===== src/rtl/forward_pkg.sv =====
// Shared record types and helpers for the forward history buffer.
// Stage records use fixed maximum field widths; users slice down to their parameters.
package forward_pkg;

  localparam int FWD_DATA_MAX = 32;
  localparam int FWD_KEY_MAX  = 32;
  localparam int FWD_ADR_MAX  = 16;

  typedef struct packed {
    logic                    updated_mem;
    logic                    valid;
    logic [FWD_ADR_MAX-1:0]  adr;
    logic [FWD_KEY_MAX-1:0]  key;
    logic [FWD_DATA_MAX-1:0] data;
  } fwd_wr_entry_t;

  typedef struct packed {
    logic                   shift_valid;
    logic [FWD_ADR_MAX-1:0] shift_adr;
  } fwd_shift_entry_t;

  function automatic int fill_width(input int depth);
    return (depth < 1) ? 1 : $clog2(depth + 1);
  endfunction

  // Keeps only the low 'width' bits of a table address.
  function automatic logic [FWD_ADR_MAX-1:0] mask_adr(input logic [FWD_ADR_MAX-1:0] adr,
                                                      input int width);
    logic [FWD_ADR_MAX-1:0] mask;
    mask = '0;
    for (int b = 0; b < FWD_ADR_MAX; b++) begin
      if (b < width) mask[b] = 1'b1;
    end
    return adr & mask;
  endfunction

endpackage


===== src/rtl/forward_stage_reg.sv =====
// One history stage: the write record of every table plus the shift record of
// every table boundary, advanced together on enabled edges.
module forward_stage_reg
  import forward_pkg::*;
#(
  parameter int NUMBER_OF_TABLES = 3
) (
  input  logic                                       clk,
  input  logic                                       reset,
  input  logic                                       clk_en,
  input  logic                                       clear,
  input  fwd_wr_entry_t    [NUMBER_OF_TABLES-1:0]    wr_d,
  input  fwd_shift_entry_t [NUMBER_OF_TABLES-2:0]    shift_d,
  output fwd_wr_entry_t    [NUMBER_OF_TABLES-1:0]    wr_q,
  output fwd_shift_entry_t [NUMBER_OF_TABLES-2:0]    shift_q
);

  // NOTE: flops use non-blocking assignments so every stage samples its
  // neighbour's pre-edge value; blocking here would collapse the history chain.
  always_ff @(posedge clk or posedge reset) begin
    if (reset) begin
      wr_q    <= '0;
      shift_q <= '0;
    end else if (clk_en) begin
      if (clear) begin
        wr_q    <= '0;
        shift_q <= '0;
      end else begin
        wr_q    <= wr_d;
        shift_q <= shift_d;
      end
    end
  end

endmodule


===== src/rtl/forward_history_buffer.sv =====
// Forward history of cuckoo-table writes and inter-table shifts, stage 0 newest.
// Build option FORWARD_DEDUP_EN: clear updated_mem on older copies of a rewritten address.
module forward_history_buffer
  import forward_pkg::*;
#(
  parameter int DATA_WIDTH             = 4,
  parameter int KEY_WIDTH              = 2,
  parameter int NUMBER_OF_TABLES       = 3,
  parameter int FORWARDED_CLOCK_CYCLES = 2,
  parameter int MAX_HASH_ADR_WIDTH     = 2,
  parameter int HASH_TABLE_ADR_WIDTH [NUMBER_OF_TABLES] = '{2, 2, 2}
) (
  input  logic                                                                          clk,
  input  logic                                                                          reset,
  input  logic                                                                          clk_en,
  input  logic                                                                          flush_i,
  input  logic [NUMBER_OF_TABLES-1:0]                                                   wr_en_i,
  input  logic [NUMBER_OF_TABLES-1:0][MAX_HASH_ADR_WIDTH-1:0]                           wr_hash_adr_i,
  input  logic [NUMBER_OF_TABLES-1:0][DATA_WIDTH-1:0]                                   wr_data_i,
  input  logic [NUMBER_OF_TABLES-1:0][KEY_WIDTH-1:0]                                    wr_key_i,
  input  logic [NUMBER_OF_TABLES-1:0]                                                   wr_valid_i,
  input  logic [NUMBER_OF_TABLES-2:0]                                                   shift_en_i,
  input  logic [NUMBER_OF_TABLES-2:0][MAX_HASH_ADR_WIDTH-1:0]                           shift_adr_i,
  output logic [FORWARDED_CLOCK_CYCLES-1:0][NUMBER_OF_TABLES-1:0][MAX_HASH_ADR_WIDTH-1:0] forward_hash_adr_o,
  output logic [FORWARDED_CLOCK_CYCLES-1:0][NUMBER_OF_TABLES-1:0][DATA_WIDTH-1:0]       forward_data_o,
  output logic [FORWARDED_CLOCK_CYCLES-1:0][NUMBER_OF_TABLES-1:0][KEY_WIDTH-1:0]        forward_key_o,
  output logic [FORWARDED_CLOCK_CYCLES-1:0][NUMBER_OF_TABLES-1:0]                       forward_valid_o,
  output logic [FORWARDED_CLOCK_CYCLES-1:0][NUMBER_OF_TABLES-1:0]                       forward_updated_mem_o,
  output logic [FORWARDED_CLOCK_CYCLES-1:0][NUMBER_OF_TABLES-2:0][MAX_HASH_ADR_WIDTH-1:0] forward_shift_hash_adr_o,
  output logic [FORWARDED_CLOCK_CYCLES-1:0][NUMBER_OF_TABLES-2:0]                       forward_shift_valid_o,
  output logic [fill_width(FORWARDED_CLOCK_CYCLES)-1:0]                                 fill_o
);

  localparam int T      = NUMBER_OF_TABLES;
  localparam int F      = FORWARDED_CLOCK_CYCLES;
  localparam int FILL_W = fill_width(FORWARDED_CLOCK_CYCLES);

  if (DATA_WIDTH > FWD_DATA_MAX || KEY_WIDTH > FWD_KEY_MAX ||
      MAX_HASH_ADR_WIDTH > FWD_ADR_MAX) begin : g_width_check
    $error("forward_history_buffer: field width exceeds forward_pkg record width");
  end

  fwd_wr_entry_t    [T-1:0]       wr_d    [F];
  fwd_wr_entry_t    [T-1:0]       wr_q    [F];
  fwd_shift_entry_t [T-2:0]       shift_d [F];
  fwd_shift_entry_t [T-2:0]       shift_q [F];
  logic [T-1:0][FWD_ADR_MAX-1:0]  in_adr;
  logic [T-2:0][FWD_ADR_MAX-1:0]  in_shift_adr;
  logic                           unused_bits;

  // Addresses are trimmed to each table's real depth before they are stored or compared.
  always_comb begin
    for (int i = 0; i < T; i++) begin
      in_adr[i] = mask_adr(FWD_ADR_MAX'(wr_hash_adr_i[i]), HASH_TABLE_ADR_WIDTH[i]);
    end
    for (int i = 0; i < T - 1; i++) begin
      in_shift_adr[i] = mask_adr(FWD_ADR_MAX'(shift_adr_i[i]), HASH_TABLE_ADR_WIDTH[i]);
    end
  end

  // NOTE: every field gets a default before the conditional updates, so no
  // path through this block leaves a variable unassigned and no latch appears.
  always_comb begin
    for (int k = 0; k < F; k++) begin
      wr_d[k]    = '0;
      shift_d[k] = '0;
    end

    for (int i = 0; i < T; i++) begin
      if (wr_en_i[i]) begin
        wr_d[0][i].updated_mem = 1'b1;
        wr_d[0][i].valid       = wr_valid_i[i];
        wr_d[0][i].adr         = in_adr[i];
        wr_d[0][i].key         = FWD_KEY_MAX'(wr_key_i[i]);
        wr_d[0][i].data        = FWD_DATA_MAX'(wr_data_i[i]);
      end
    end
    for (int i = 0; i < T - 1; i++) begin
      if (shift_en_i[i]) begin
        shift_d[0][i].shift_valid = 1'b1;
        shift_d[0][i].shift_adr   = in_shift_adr[i];
      end
    end

    for (int k = 1; k < F; k++) begin
      wr_d[k]    = wr_q[k-1];
      shift_d[k] = shift_q[k-1];
`ifdef FORWARD_DEDUP_EN
      for (int i = 0; i < T; i++) begin
        if (wr_en_i[i] && (wr_q[k-1][i].adr == in_adr[i])) begin
          wr_d[k][i].updated_mem = 1'b0;
        end
      end
`endif
    end
  end

  for (genvar k = 0; k < F; k++) begin : g_stage
    forward_stage_reg #(
      .NUMBER_OF_TABLES(T)
    ) u_stage (
      .clk     (clk),
      .reset   (reset),
      .clk_en  (clk_en),
      .clear   ((k == 0) ? 1'b0 : flush_i),
      .wr_d    (wr_d[k]),
      .shift_d (shift_d[k]),
      .wr_q    (wr_q[k]),
      .shift_q (shift_q[k])
    );
  end

  // A flush edge still captures a fresh stage 0, hence the count restarts at one.
  always_ff @(posedge clk or posedge reset) begin
    if (reset) begin
      fill_o <= '0;
    end else if (clk_en) begin
      if (flush_i) begin
        fill_o <= FILL_W'(1);
      end else if (fill_o != FILL_W'(F)) begin
        fill_o <= fill_o + FILL_W'(1);
      end
    end
  end

  always_comb begin
    forward_hash_adr_o       = '0;
    forward_data_o           = '0;
    forward_key_o            = '0;
    forward_valid_o          = '0;
    forward_updated_mem_o    = '0;
    forward_shift_hash_adr_o = '0;
    forward_shift_valid_o    = '0;
    for (int k = 0; k < F; k++) begin
      for (int i = 0; i < T; i++) begin
        forward_updated_mem_o[k][i] = wr_q[k][i].updated_mem;
        forward_valid_o[k][i]       = wr_q[k][i].valid;
        forward_hash_adr_o[k][i]    = wr_q[k][i].adr[MAX_HASH_ADR_WIDTH-1:0];
        forward_key_o[k][i]         = wr_q[k][i].key[KEY_WIDTH-1:0];
        forward_data_o[k][i]        = wr_q[k][i].data[DATA_WIDTH-1:0];
      end
      for (int i = 0; i < T - 1; i++) begin
        forward_shift_valid_o[k][i]    = shift_q[k][i].shift_valid;
        forward_shift_hash_adr_o[k][i] = shift_q[k][i].shift_adr[MAX_HASH_ADR_WIDTH-1:0];
      end
    end
  end

  // Record bits above the configured widths are always zero and intentionally unread.
  always_comb begin
    unused_bits = 1'b0;
    for (int k = 0; k < F; k++) begin
      unused_bits = unused_bits ^ (^wr_q[k]) ^ (^shift_q[k]);
    end
  end

endmodule

===== config.mk =====
export PLATFORM = sky130hd
export DESIGN_NAME = forward_history_buffer
export DESIGN_NICKNAME = d
export VERILOG_FILES = /design/src/rtl/forward_pkg.sv /design/src/rtl/forward_stage_reg.sv /design/src/rtl/forward_history_buffer.sv
export SDC_FILE = /design/constraint.sdc
export NUM_CORES = 1
export LEC_CHECK = 0
export BUFFER_PORTS_ARGS = -buffer_cell sky130_fd_sc_hd__clkbuf_2
export CAP_MARGIN = 20
export CORE_AREA = 2 2 89 91
export DETAILED_ROUTE_END_ITERATION = 10
export DIE_AREA = 0 0 91 93
export GPL_TIMING_DRIVEN = 0
export PLACE_DENSITY = 0.62
export RECOVER_POWER = 100
export REMOVE_ABC_BUFFERS = 1
export SYNTH_ARGS = -nofsm -noshare
export SYNTH_HDL_FRONTEND = slang
export SYNTH_SLANG_ARGS = --single-unit
export TNS_END_PERCENT = 1

===== constraint.sdc =====
create_clock -name clk -period 6 [get_ports clk]
set_input_delay 0.9 -clock clk [delete_from_list [all_inputs] [get_ports clk]]
set_output_delay 0.9 -clock clk [all_outputs]
set_load 0.01 [all_outputs]

==> results of run 1 <==
[metal layers]
metal / up-vias / global-route usage
met5: - / 0
met4: 0 / 0.06818
met3: 8 / 0.03062
met2: 70 / 0.2414
met1: 1040 / 0.2196
li1: 1167 / -
[registers in the layout, indices dropped and copies added (netlist names)]
register                 flops
g_stage.u_stage.wr_q        60
fill_o                       2
g_stage.u_stage.shift_q     12
[critical path, cell delays in order]
cell      delay, ns
clkbuf_1       1.39
nand2b_1       0.74
o21ai_0        0.32
o21ai_0        0.12
[metrics by stage]
stage | util | total power (uW) | instances
floorplan | - | 661.6 | 284
global placement | 0.4694 | 746.1 | 499
detailed placement | 0.4764 | 756.5 | 501
CTS | 0.5010 | 1132 | 516
global route | 0.4880 | 1168 | 516
finish | 0.4880 | 1098 | 516
[cells in the final DEF (no fill, tap or decap), types with 3 or more instances in the layout]
cell type   n
dfrtp_1    74
clkbuf_1   77
o21ai_0    35
clkbuf_2   38
nand3_1     4
nand2_1    53
inv_1      70
mux2_2      5
o22ai_1    34
and2_0      3
clkbuf_8   10
[report_power, final]
| part | internal (uW) | switching, uW |
|---|---|---|
| clock network | 200 | 167 |
| logic | 60.6 | 101 |
| registers | 542 | 27.2 |
| total | 803 | 295 |
[layout make-up]
| type | count | area [um^2] |
|---|---|---|
| inverter | 71 | 267.8 |
| tap | 102 | 127.6 |
| multi-input combinational | 139 | 721.9 |
| sequential | 74 | 1852 |
| fill | 791 | 3854 |
| clock buffer | 12 | 145.1 |
| clock inverter | 3 | 40.04 |
| timing repair buffer | 115 | 519.2 |
[cells by family (layout without fill, tap and decap cells)]
logic type	count (synthesis)	in the layout	synth area share
adder cells (fa/ha/maj)	1	1	0.004273
flip-flops	74	74	0.6325
AND/OR/NAND/NOR	62	62	0.08547
multiplexers	5	5	0.01923
buffers and inverters	89	201	0.1209
AO/OA/AOI/OAI	71	71	0.1376
[worst paths after layout]
check,startpoint,to,depth (start not counted)
worst max register to register,fill_o[0],fill_o[1],5
max in group asynchronous,reset,g_stage[0].u_stage.wr_q[81],3
worst min-delay path,fill_o[0],fill_o[0],1
min in group asynchronous,reset,g_stage[0].u_stage.wr_q[166],2
worst max-delay path,clk_en,fill_o[0],4
worst min register to register,fill_o[0],fill_o[0],1
==> results.rst, run 1 <==
.. list-table::
   :header-rows: 1

   * - Metric
     - Value
   * - Cell type with the largest total area after synthesis
     - dfrtp_1
   * - Detailed Route Iter0 Violations
     - 55
   * - Part of the Yosys area used for sequential elements
     - 0.6325
   * - Clock edge transition at the registers on the reported setup and hold paths
     - ~0.07 ns
   * - Smallest hold slack
     - 0.5158 ns
   * - H-Tree Level Count
     - 3
   * - Clock period minus worst slack
     - around 3.3 ns
   * - Top cells by area in the synthesized netlist
     - dfrtp_1 63%, inv_1 9.1%, o22ai_1 7.3%
   * - Inserted Clock Buffers
     - 9
   * - Core region area
     - ~7500 um^2
   * - Worst vdd rail ir drop
     - 118.8 uV
   * - Leakage power figure
     - around 0.0017 uW
   * - Maximum clock frequency
     - 0.3036 GHz
   * - Num Clock Sinks
     - between 70 and 80
   * - DIE AREA
     - roughly 8500 um^2
   * - Placed Area
     - between 3000 and 4000 um^2
   * - Total setup violations reported at the end of the flow
     - 0
   * - Die span in x
     - 91 um
   * - Launching element type of the critical path
     - input port
   * - Worst slew margin relative to its limit
     - -0.3194
   * - Worst setup path class
     - input port to flop
   * - Mean instance size in the synthesized netlist
     - ~9.7 um^2
   * - Smallest setup slack after layout
     - 2.706 ns
   * - Layout overhead on the synthesized area
     - 25.47%
   * - Final antenna-violating net count
     - 0
   * - Count of max-cap constraint violations
     - 1
   * - Type of destination of the critical path
     - flop
   * - Final Hold Violating Endpoints
     - 0
   * - CTS tree
     - yes
   * - Vias after detailed routing
     - 2285
   * - First-pass GRT wire length
     - about 11000 um
   * - Buffer levels on the longest clock path
     - 2
   * - Max Fanout on Critical Path
     - 52
   * - Instance count of the mapped netlist
     - ~300
   * - I/O pin count
     - ~110
   * - Cell area after layout
     - ~3700 um^2
   * - WL final
     - around 6300 um
   * - Synth cell count leaders
     - 74 x dfrtp_1, 71 x inv_1, 53 x nand2_1
   * - Result of the run
     - finished with violations
   * - Post-Route Skew
     - roughly 0.008 ns
   * - IO Port Bufs
     - between 100 and 150
   * - Summed instance area of the synthesized netlist
     - 2928 um^2
   * - Number of max-slew violations in the final report
     - 52
   * - Initial core utilization
     - 0.3890
   * - Std cell rows
     - 32
   * - Flip-flop and latch count after synthesis
     - 74
   * - Setup total negative slack
     - 0 ns
   * - Pin slew with the least headroom to its limit
     - 1.979 ns
   * - Share of synthesized registers carrying an async set or reset
     - 1.000
   * - Maximum number of pins on one net before global-route repair
     - 65
   * - Chip Height
     - 93 um
   * - Number of antenna repair diodes
     - 0
   * - Worst min path class
     - flop to flop
   * - Met3 wire length
     - 351 um
   * - Fin crit share
     - 0.5489
   * - Global placer's final weighted congestion
     - about 0.7
   * - Pwr dens
     - about 300 nW/um^2
   * - GRT Total Usage
     - 0.1575
   * - Half-perimeter wire length after placement
     - ~4300 um
   * - Count of cells resized by post-cts repair
     - 0
   * - Arrival time of the worst setup path
     - about 3.5 ns
   * - Clock latency at the later pin of the worst-skew pair
     - between 0.3 and 0.4 ns
   * - Number of synthesis warnings
     - 0
   * - Via-per-instance ratio
     - between 4 and 5
   * - RSZ-0062 raised after global routing
     - false
   * - Violated checks
     - max-capacitance violations, max-slew violations
   * - GRT overflow
     - 0
   * - Top sig layer
     - met4
   * - Post-CTS Setup Inserts
     - 0
   * - Detailed route wirelength on metal2
     - 2920 um
   * - Count of hold buffers inserted by post-cts repair
     - 0
   * - Pre-Repair DR Iteration Count
     - 4
   * - Count leader, synth
     - dfrtp_1
   * - Yosys cell types
     - 16
   * - Number of global-route vias before repair
     - 2198
   * - Register-to-register setup slack
     - between 4 and 5 ns
   * - M1 wire length
     - between 2000 and 3000 um
   * - Required time reported for the critical path endpoint
     - ~6.2 ns
   * - Fin nets
     - approximately 450
   * - Area share of the largest cell type after synthesis
     - 0.6325
   * - Synth Flop Type
     - dfrtp_1
   * - Number of antenna violations at the first check in global routing
     - 0
   * - Share of post-route cells with drive strength above 1
     - 0.1425
   * - Remaining routing DRC violations
     - 0
   * - Mean routed wirelength per cell
     - approximately 12 um
   * - Root Buffer
     - clkbuf_8
   * - Worst slack after detailed placement
     - roughly 3.6 ns
   * - Number of synthesized flops with an enable pin
     - 0
(Power assumes the default switching activity.)
==> inputs of run 2 (changes only) <==
Settings changed: PLACE_DENSITY 0.62 to 0.65.
Clock period 6 ns to 2.8 ns, I/O delays scaled along.
==> results.rst, run 2 (synthesis gave the netlist of run 1 again) <==
.. list-table::
   :header-rows: 1

   * - Metric
     - Value
   * - Result of the run
     - complete, no violations (was finished with violations)
   * - Num Clock Sinks
     - 74 (unchanged)
   * - Reg with most FFs
     - g_stage.u_stage.wr_q (unchanged)
   * - Critical Path Source
     - clk_en (unchanged)
   * - Root Buffer
     - clkbuf_8 (unchanged)
   * - Launch instance of the worst min-delay path
     - wr_hash_adr_i[4] (was fill_o[0])
   * - Cell area after layout
     - 3740 um^2 (was 3674 um^2)
   * - Die span in x
     - 91 um (unchanged)
   * - Max Fanout on Critical Path
     - 87 (was 52)
   * - Pre-Repair DR Iteration Count
     - 4 (unchanged)
   * - Commonest cells after routing, fill and taps aside
     - 77 x clkbuf_1, 74 x dfrtp_1, 70 x inv_1 (unchanged)
   * - CTS tree
     - yes (unchanged)
   * - Mean routed wirelength per cell
     - 12.18 um (was 12.28 um)
   * - Chip Height
     - 93 um (unchanged)
   * - Number of antenna repair diodes
     - 0 (unchanged)
   * - Global placer's final weighted congestion
     - 0.7340 (was 0.6943)
   * - Critical register-to-register path startpoint
     - fill_o[0] (unchanged)
   * - GRT overflow
     - 0 (unchanged)
   * - Worst min path class
     - input port to flop (was flop to flop)
   * - Count of max-cap constraint violations
     - 0 (was 1)
   * - Std cell rows
     - 32 (unchanged)
   * - Post-Route Skew
     - 0.01357 ns (was 0.007978 ns)
   * - First-pass GRT wire length
     - 10210 um (was 10670 um)
   * - Detailed Route Iter0 Violations
     - 88 (was 55)
   * - End point of the critical path
     - g_stage[0].u_stage.wr_q[167] (was fill_o[0])
   * - Via-per-instance ratio
     - 4.451 (was 4.428)
   * - FF-to-FF path depth
     - 5 (unchanged)
   * - Smallest setup slack after layout
     - 0.8815 ns (was 2.706 ns)
   * - Clock period minus worst slack
     - between 1.5 and 2 ns
   * - Inserted Clock Buffers
     - 9 (unchanged)
   * - Buffer levels on the longest clock path
     - 2 (unchanged)
   * - Number of flip-flops in the largest register
     - 60 (unchanged)
   * - Most common cell after layout, fill and taps aside
     - clkbuf_1 (unchanged)
   * - Final Hold Violating Endpoints
     - 0 (unchanged)
   * - Clock latency at the later pin of the worst-skew pair
     - 0.34 ns (was 0.33 ns)
   * - GR Layer Usage met3
     - 0.04593 (was 0.03062)
   * - Final antenna-violating net count
     - 0 (unchanged)
   * - Number of antenna violations at the first check in global routing
     - 0 (unchanged)
   * - Half-perimeter wire length after placement
     - 4297 um (was 4309 um)
   * - IO Port Bufs
     - 113 (unchanged)
   * - Total setup violations reported at the end of the flow
     - 0 (unchanged)
   * - Layout overhead on the synthesized area
     - 27.74% (was 25.47%)
   * - Count of hold buffers inserted by post-cts repair
     - 0 (unchanged)
   * - Number of max-slew violations in the final report
     - 0 (was 52)
   * - Number of global-route vias before repair
     - 2104 (was 2198)
   * - Maximum clock frequency
     - ~0.52 GHz
   * - Fin cells
     - 517 (was 516)
   * - Leakage power figure
     - 0.001712 uW (was 0.001689 uW)
   * - R2r endpoint
     - fill_o[1] (unchanged)
   * - Cell count after placement
     - 501 (unchanged)
   * - WL final
     - 6297 um (was 6334 um)
   * - Total power
     - 2587 uW (was 1098 uW)
   * - Core region area
     - 7527 um^2 (unchanged)
   * - Remaining routing DRC violations
     - 0 (unchanged)
   * - DIE AREA
     - 8463 um^2 (unchanged)
   * - Met1 demand-to-capacity share in global routing
     - 0.2093 (was 0.2196)
   * - Placed Area
     - 3586 um^2 (unchanged)
   * - Required time reported for the critical path endpoint
     - 3.05 ns (was 6.20 ns)
   * - Layer with the highest usage after global routing
     - met2 (unchanged)
   * - Post-CTS Setup Inserts
     - 0 (unchanged)
   * - Largest registers
     - g_stage.u_stage.wr_q x60, g_stage.u_stage.shift_q x12, fill_o x2 (unchanged)
   * - I/O pin count
     - 114 (unchanged)
   * - Fin nets
     - 451 (unchanged)
   * - Vias after detailed routing
     - 2301 (was 2285)
   * - Worst vdd rail ir drop
     - 359.8 uV (was 118.8 uV)
   * - Worst slack after detailed placement
     - 0.9510 ns (was 3.603 ns)
   * - Initial core utilization
     - 0.3890 (unchanged)
   * - Maximum number of pins on one net before global-route repair
     - 88 (was 65)
   * - H-Tree Level Count
     - 3 (unchanged)
   * - Launching element type of the critical path
     - input port (unchanged)
   * - Worst setup path class
     - input port to flop (unchanged)
   * - Type of destination of the critical path
     - flop (unchanged)
   * - Clock edge transition at the registers on the reported setup and hold paths
     - 0.08 ns (was 0.07 ns)
   * - Filler cell count
     - 779 (was 791)
   * - Fin crit share
     - 0.6852
   * - Pin slew with the least headroom to its limit
     - 1.429 ns (was 1.979 ns)
   * - Fraction of met2 tracks used by global routing
     - 0.2290 (was 0.2414)
   * - Register-to-register setup slack
     - 1.67 ns (was 4.89 ns)
   * - Share of post-route cells with drive strength above 1
     - 0.1446 (was 0.1425)
   * - RSZ-0062 raised after global routing
     - false (unchanged)
   * - GRT Total Usage
     - 0.1519 (was 0.1575)
   * - Arrival time of the worst setup path
     - 2.17 ns (was 3.49 ns)
   * - Worst slew margin relative to its limit
     - 0.04232 (was -0.3194)
   * - Pwr dens
     - 691.8 nW/um^2 (was 299.0 nW/um^2)
   * - Count of cells resized by post-cts repair
     - 0 (unchanged)
run 2: layout make-up:
cell class / instances / area (um^2) / area share
inverter: 71 / 267.8 / 0.07160
timing repair buffer: 115 / 518.0 / 0.1385
sequential: 74 / 1852 / 0.4951
multi-input combinational: 139 / 721.9 / 0.1930
clock inverter: 4 / 97.59 / 0.02610
tap: 102 / 127.6 / 0.03412
clock buffer: 12 / 155.1 / 0.04149
run 2: power by group:
part | internal, uW | switching, uW
registers | 1160 | 60.0
logic | 128 | 214
clock network | 642 | 382
total | 1930 | 656
run 2: per-stage QoR:
step	hold slack [ns]	util	TNS [ns]
floorplan	0.5091	-	0
global placement	0.4966	0.4694	-26.92
detailed placement	0.4415	0.4764	0
CTS	0.07096	0.5100	0
global route	0.2711	0.4968	0
finish	0.2822	0.4968	0
run 2: per-layer routing:
| layer | routed length (um) | part of all wire |
|---|---|---|
| met1 | 2946 | 0.47 |
| met2 | 2837 | 0.45 |
| met3 | 446 | 0.071 |
| met4 | 67 | 0.011 |
| met5 | 0 | 0 |
run 2: critical path, cell delays in order:
cell      delay, ns
clkbuf_1       0.64
buf_16         0.35
and2_0         0.50
nand2_1        0.11
o21ai_0        0.10
run 2: worst min path at each step:
stage                                    endpoint  slack (ns)  depth (start not counted)
floorplan           g_stage[1].u_stage.shift_q[0]        0.51                          1
global placement                        fill_o[0]        0.50                          1
detailed placement     g_stage[1].u_stage.wr_q[2]        0.44                          2
CTS                  g_stage[0].u_stage.wr_q[245]        0.07                          2
global route         g_stage[0].u_stage.wr_q[146]        0.27                          3
finish               g_stage[0].u_stage.wr_q[228]        0.28                          3
